## src/rtl/ascon_aead128_pkg.sv

```systemverilog
// Shared types and constants for the Ascon-AEAD128 core.
// Holds the 320-bit state layout, the inverse S-box table and the inverse-layer FSM encoding.
package ascon_aead128_pkg;

  // s0 occupies the most significant 64 bits.
  typedef struct packed {
    logic [63:0] s0;
    logic [63:0] s1;
    logic [63:0] s2;
    logic [63:0] s3;
    logic [63:0] s4;
  } ascon_state;

  typedef enum logic [1:0] {
    StIdle = 2'd0,
    StRun  = 2'd1,
    StDone = 2'd2
  } ps_inv_state_t;

  localparam logic [4:0] INV_SBOX [32] = '{
    5'h14, 5'h1a, 5'h07, 5'h0d, 5'h00, 5'h09, 5'h0e, 5'h12,
    5'h0a, 5'h06, 5'h1d, 5'h01, 5'h19, 5'h15, 5'h13, 5'h1e,
    5'h18, 5'h16, 5'h0b, 5'h11, 5'h03, 5'h05, 5'h1c, 5'h1f,
    5'h17, 5'h1b, 5'h04, 5'h08, 5'h0f, 5'h0c, 5'h10, 5'h02
  };

endpackage

```

## src/rtl/inv_sbox.sv

```systemverilog
// Inverse Ascon S-box for a single 5-bit column.
// The column is ordered {s0, s1, s2, s3, s4}, with s0 as the MSB.
module inv_sbox
  import ascon_aead128_pkg::*;
(
  input  logic [4:0] col,
  output logic [4:0] inv_col
);

  assign inv_col = INV_SBOX[col];

endmodule

```

## src/rtl/ps_inv_seq.sv

```systemverilog
// Column-serial inverse substitution layer: inverts COLS_PER_CYCLE bit-columns per clock
// in place in a working register, then presents the result through a valid/ready handshake.
module ps_inv_seq
  import ascon_aead128_pkg::*;
#(
  parameter int unsigned COLS_PER_CYCLE = 8
) (
  input  logic       clk,
  input  logic       rst_n,
  input  logic       in_valid,
  output logic       in_ready,
  input  ascon_state in_state,
  output logic       out_valid,
  input  logic       out_ready,
  output ascon_state out_state,
  output logic       busy
);

  localparam int unsigned NumSlices = 64 / COLS_PER_CYCLE;
  localparam int unsigned CntW      = (NumSlices > 1) ? $clog2(NumSlices) : 1;
  localparam logic [CntW-1:0] LastCnt = CntW'(NumSlices - 1);

  ps_inv_state_t   state_q;
  logic [CntW-1:0] col_cnt_q;
  ascon_state      work_q;

  logic [5:0]  base;
  logic [4:0]  lane_in  [COLS_PER_CYCLE];
  logic [4:0]  lane_out [COLS_PER_CYCLE];
  logic [63:0] nx0, nx1, nx2, nx3, nx4;
  ascon_state  upd;

  assign base = 6'(int'(col_cnt_q) * COLS_PER_CYCLE);

  for (genvar l = 0; l < COLS_PER_CYCLE; l++) begin : g_lane
    assign lane_in[l] = {work_q.s0[base + 6'(l)], work_q.s1[base + 6'(l)],
                         work_q.s2[base + 6'(l)], work_q.s3[base + 6'(l)],
                         work_q.s4[base + 6'(l)]};

    inv_sbox u_inv_sbox (
      .col     (lane_in[l]),
      .inv_col (lane_out[l])
    );
  end

  // Each column takes its lane result only in the cycle its slice is selected.
  for (genvar c = 0; c < 64; c++) begin : g_wb
    localparam int unsigned Lane = c % COLS_PER_CYCLE;
    localparam int unsigned Slot = c / COLS_PER_CYCLE;
    logic hit;

    assign hit    = (col_cnt_q == CntW'(Slot));
    assign nx0[c] = hit ? lane_out[Lane][4] : work_q.s0[c];
    assign nx1[c] = hit ? lane_out[Lane][3] : work_q.s1[c];
    assign nx2[c] = hit ? lane_out[Lane][2] : work_q.s2[c];
    assign nx3[c] = hit ? lane_out[Lane][1] : work_q.s3[c];
    assign nx4[c] = hit ? lane_out[Lane][0] : work_q.s4[c];
  end

  assign upd = {nx0, nx1, nx2, nx3, nx4};

  always_ff @(posedge clk) begin
    if (!rst_n) begin
      state_q   <= StIdle;
      col_cnt_q <= '0;
      work_q    <= '0;
    end else begin
      unique case (state_q)
        StIdle: begin
          if (in_valid) begin
            work_q    <= in_state;
            col_cnt_q <= '0;
            state_q   <= StRun;
          end
        end
        StRun: begin
          work_q <= upd;
          // Counter parks on the last slice instead of wrapping.
          if (col_cnt_q == LastCnt) begin
            state_q <= StDone;
          end else begin
            col_cnt_q <= col_cnt_q + 1'b1;
          end
        end
        StDone: begin
          if (out_ready) begin
            state_q <= StIdle;
          end
        end
        default: state_q <= StIdle;
      endcase
    end
  end

  assign in_ready  = (state_q == StIdle);
  assign busy      = (state_q == StRun);
  assign out_valid = (state_q == StDone);
  assign out_state = work_q;

endmodule

```

## config.mk

```make
export PLATFORM = sky130hd
export DESIGN_NAME = ps_inv_seq
export DESIGN_NICKNAME = d
export VERILOG_FILES = /design/src/rtl/ascon_aead128_pkg.sv /design/src/rtl/inv_sbox.sv /design/src/rtl/ps_inv_seq.sv
export SDC_FILE = /design/constraint.sdc
export NUM_CORES = 1
export LEC_CHECK = 0
export ABC_AREA = 1
export CAP_MARGIN = 15
export CORE_AREA = 2 2 248 250
export CTS_CLUSTER_DIAMETER = 50
export DETAILED_ROUTE_END_ITERATION = 10
export DIE_AREA = 0 0 250 252
export PLACE_DENSITY = 0.59
export SLEW_MARGIN = 40
export SYNTH_ARGS = -nofsm -noshare
export SYNTH_HDL_FRONTEND = slang
export SYNTH_SLANG_ARGS = --single-unit
```

## constraint.sdc

```tcl
create_clock -name clk -period 2.8 [get_ports clk]
set_input_delay 0.28 -clock clk [delete_from_list [all_inputs] [get_ports clk]]
set_output_delay 0.28 -clock clk [all_outputs]
set_load 0.01 [all_outputs]
```

==> results.md <==
* Final period util at 0.9384
* Hold Fails Final Rpt at 0
* Full die area at 0.06300 mm2
* DRT iter0 DRCs at 2048
* Worst-Skew Late Latency at 0.59 ns
* Routed vias at 24160
* Syn_nets at 3515
* HPWL Detailed at 75.37 mm
* Register area share after synthesis at 0.3293
* H-tree Lvls at 2
* Non-Filler Instances at 4536
* Max Cap Viol at 0
* PD cells at 654.5 mW/mm2
* Area leader, netlist: dfxtp_1
* Number of placed I/O pins at 647
* First-pass GRT wire length at 151.7 mm
* Die Span X at 250 um
* Status: completed
* Pre-CTS setup slack at 0.09766 ns
* Clock share of power at 0.334
* P_leak at 12.87 nW
* Met1 wire length at 44.01 mm
* Crit Reg-Reg Endpoint: out_state[297]
* Per-cell routed wire length at 22.87 um
* Critical path's slowest cell: dfxtp_4
* Max_slew headroom at 0.4789
* DR DRC count at 0
* Worst vdd ir at 0.3356 mV
* Grt ovf at 0
* CP endpoint kind: flop
* Most frequent CP cell: nand3_1
* Length of routed met2 wiring at 47.42 mm
* Worst flop-to-flop path startpoint: col_cnt_q[0]
* Final core utilization at 0.4851
* Critical path class: flop to flop
* Mapped cell area at 0.01976 mm2
* Die height at 252 um
* Setup crit start: col_cnt_q[0]
* Max-slew violation count at 0
* Layout cell share with drive strength beyond 1 at 0.08138
* Crit-path cells: inv_6 -> buf_12 -> buf_12 -> nand2_1 -> nand3_1 -> nand3_1 -> nand2_1 -> buf_4 -> o21ai_0 -> nand3_1 -> nand3_2 -> a21oi_1
* Flops & latches, synth at 325
* Ys Warns at 0
* WHS at 0.2318 ns
* Hold Path Class: primary input to flop
* Critical Path AT at 3.13 ns
* Antenna Nets Post-Route at 0
* Initial antenna violation count at 13
* Worst Skew at 0.02201 ns
* DR WL met3 at 9.027 mm
* CTS tree: yes
* Post-DR vias/cell at 5.327
* Power Internal at 0.01184 W
* Crit Path Max Fanout at 30
* Worst Setup Start Kind: flop
* Bufs on Longest Clock Path at 3
* Hold Path Origin: rst_n
* Psw at 0.007249 W
* Layout overhead on the synthesized area at 47.66%
* Root buf cell: clkbuf_16
* Sw Ratio at 0.3797
* Initial Util at 0.3285
* Rows at 90
* Worst hold stages at 3
* Synth Instances at 3129
* Reg2Reg Setup Slack at 0.17 ns
* Ys async rst share at 0
* Ranking of synthesized cells by area: dfxtp_1, nand2_1, a21oi_1, o21ai_0, nand3_1
* Hold Path Sink: out_state[281]
* Total track usage at 0.3166
* Req. time, crit path at 3.30 ns
* Max stage delay on crit path at 0.37 ns
* EDFF count, synth at 0
* Post-layout nets at 4099
* Register-to-Register Path Depth at 12
* Placed insts at 4440
* Core area at 0.06013 mm2
* Final setup TNS at 0 ns
* CTS Buf Count at 45
* Setup Viol. Count Final at 0
* Worst slew pin tran at 0.7816 ns
* Synth cell types at 30
* Pin count of the biggest net entering global routing at 111
* Peak Freq at 0.3806 GHz
* Vias in the first global route at 23040
* Total iterations of the first detailed-routing run at 5
* CTS hold repair buffers at 0
* Top Layer Used: met5
* Combinational Power Share at 0.371
* Fin worst setup slack at 0.1726 ns
* Mean Syn Cell Area at 6.314 um2
* Most common flop cell mapped by yosys: dfxtp_1
* Fin crit period at 2.627 ns
* Synth top area share at 0.3293
* Global placement routability congestion at 0.9130
* Port bufs at 646
* Power share of the sequential group at 0.295
* RSZ-0062 raised after global routing: false
* Clk sinks at 325
* Drt total wl at 103.8 mm
* Clk pin slew, worst setup/hold paths at 0.06 ns
## flip-flops by register name, indices dropped and copies added, names as in the netlist
name	count
col_cnt_q	3
out_state	320
state_q	2
## layer usage
layer / up-vias / track usage
li1: 11460 / -
met1: 11340 / 0.4174
met2: 1172 / 0.5192
met3: 179 / 0.06396
met4: 8 / 0.1001
met5: - / 0
## stage by stage
| step | cell area [um2] | power (W) |
|---|---|---|
| finish | 29170 | 0.01909 |
| global route | 29170 | 0.02004 |
| CTS | 29050 | 0.01906 |
| detailed placement | 27400 | 0.01267 |
| global placement | 27370 | 0.01271 |
| floorplan | 19760 | 0.009268 |
## layout make-up
cell class / count / area [um2]
Clock buffer: 59 / 1334
Fill cell: 6121 / 30960
Clock inverter: 23 / 319.1
Antenna cell: 6 / 15.01
Sequential cell: 325 / 6518
Tap cell: 782 / 978.4
Inverter: 293 / 1116
Timing Repair Buffer: 750 / 7635
Multi-Input combinational cell: 2298 / 11260
## power groups by stage
stage	Sequential, W	Clock (W)	Combinational (W)
finish	0.00564	0.00637	0.00708
global route	0.00569	0.00663	0.00772
CTS	0.00562	0.00644	0.00699
detailed placement	0.00572	0	0.00696
global placement	0.00573	0	0.00698
floorplan	0.00578	0	0.00349
## worst max-delay path, delay by kind of cell (launching register included)
kind,cells,cell delay (ns)
simple gates,6,1.02
buf+inv,4,0.77
flops,1,0.37
compound gates,2,0.32
## cell usage in the layout, fill, tap and decap left out, types with 2 or more instances in the layout
master           synthesis  layout
clkinvlp_4               0       3
buf_12                   0      30
buf_4                   24      72
nand3_2                 17      13
inv_6                    1       4
o211ai_1                11      11
a31oi_1                  8       2
dfxtp_1                325     322
nand4_1                  2       2
dfxtp_4                  0       3
clkbuf_8                 0       7
nand2_1                913     906
o21ai_2                  5       5
nand3_4                  2       6
nor2_1                  45      45
nand2_2                 28      32
ha_1                    62      62
inv_1                  273     268
o21ai_4                  2       2
a21oi_2                 23      23
nand3_1                297     297
inv_2                   19      21
o21ai_0                320     320
bufinv_16                0       6
clkbuf_1               140       3
inv_8                    0       6
a21oi_1                544     544
a31oi_4                  0       6
nand2_4                  2       5
clkdlybuf4s50_1          0     645
o21ai_1                 14      14
clkinv_2                 0       6
buf_6                   15       2
diode_2                  0       6
clkbuf_16                0      49
## kinds of logic after synthesis
kind of cell    synth area share
flops                     0.3293
compound gates            0.2440
buf+inv                   0.1089
simple gates              0.2786
fa+ha+maj                0.03927
## worst max-delay path by stage
stage                                 to  slack, ns
after detailed placement   out_state[54]        0.1
after CTS                           busy      0.003
after global routing      out_state[237]      0.003
after floorplan           out_state[101]       0.65
after global placement     out_state[54]       0.15
final                     out_state[297]       0.17
## synthesized netlist by cell type, types with 2 or more instances
cell and count:
dfxtp_1 325, a21oi_2 23, buf_1 7, o21ai_0 320
nand3_1 297, o21ai_1 14, a31oi_1 8, inv_2 19
ha_1 62, nor2_1 45, inv_1 273, clkbuf_1 140
o21ai_4 2, o21ai_2 5, nand3_2 17, a21oi_1 544
buf_4 24, nand4_1 2, nand2_4 2, o211ai_1 11
nand2_1 913, nand2_2 28, buf_6 15, nand3_4 2
buf_2 26
## what timing repair did
| item | 4_1_cts | 5_1_grt |
|---|---|---|
| setup endpoints to repair | 0 | 75 |
| setup buffers | 0 | 8 |
| resized for setup | 0 | 10 |
(Power assumes the default switching activity.)
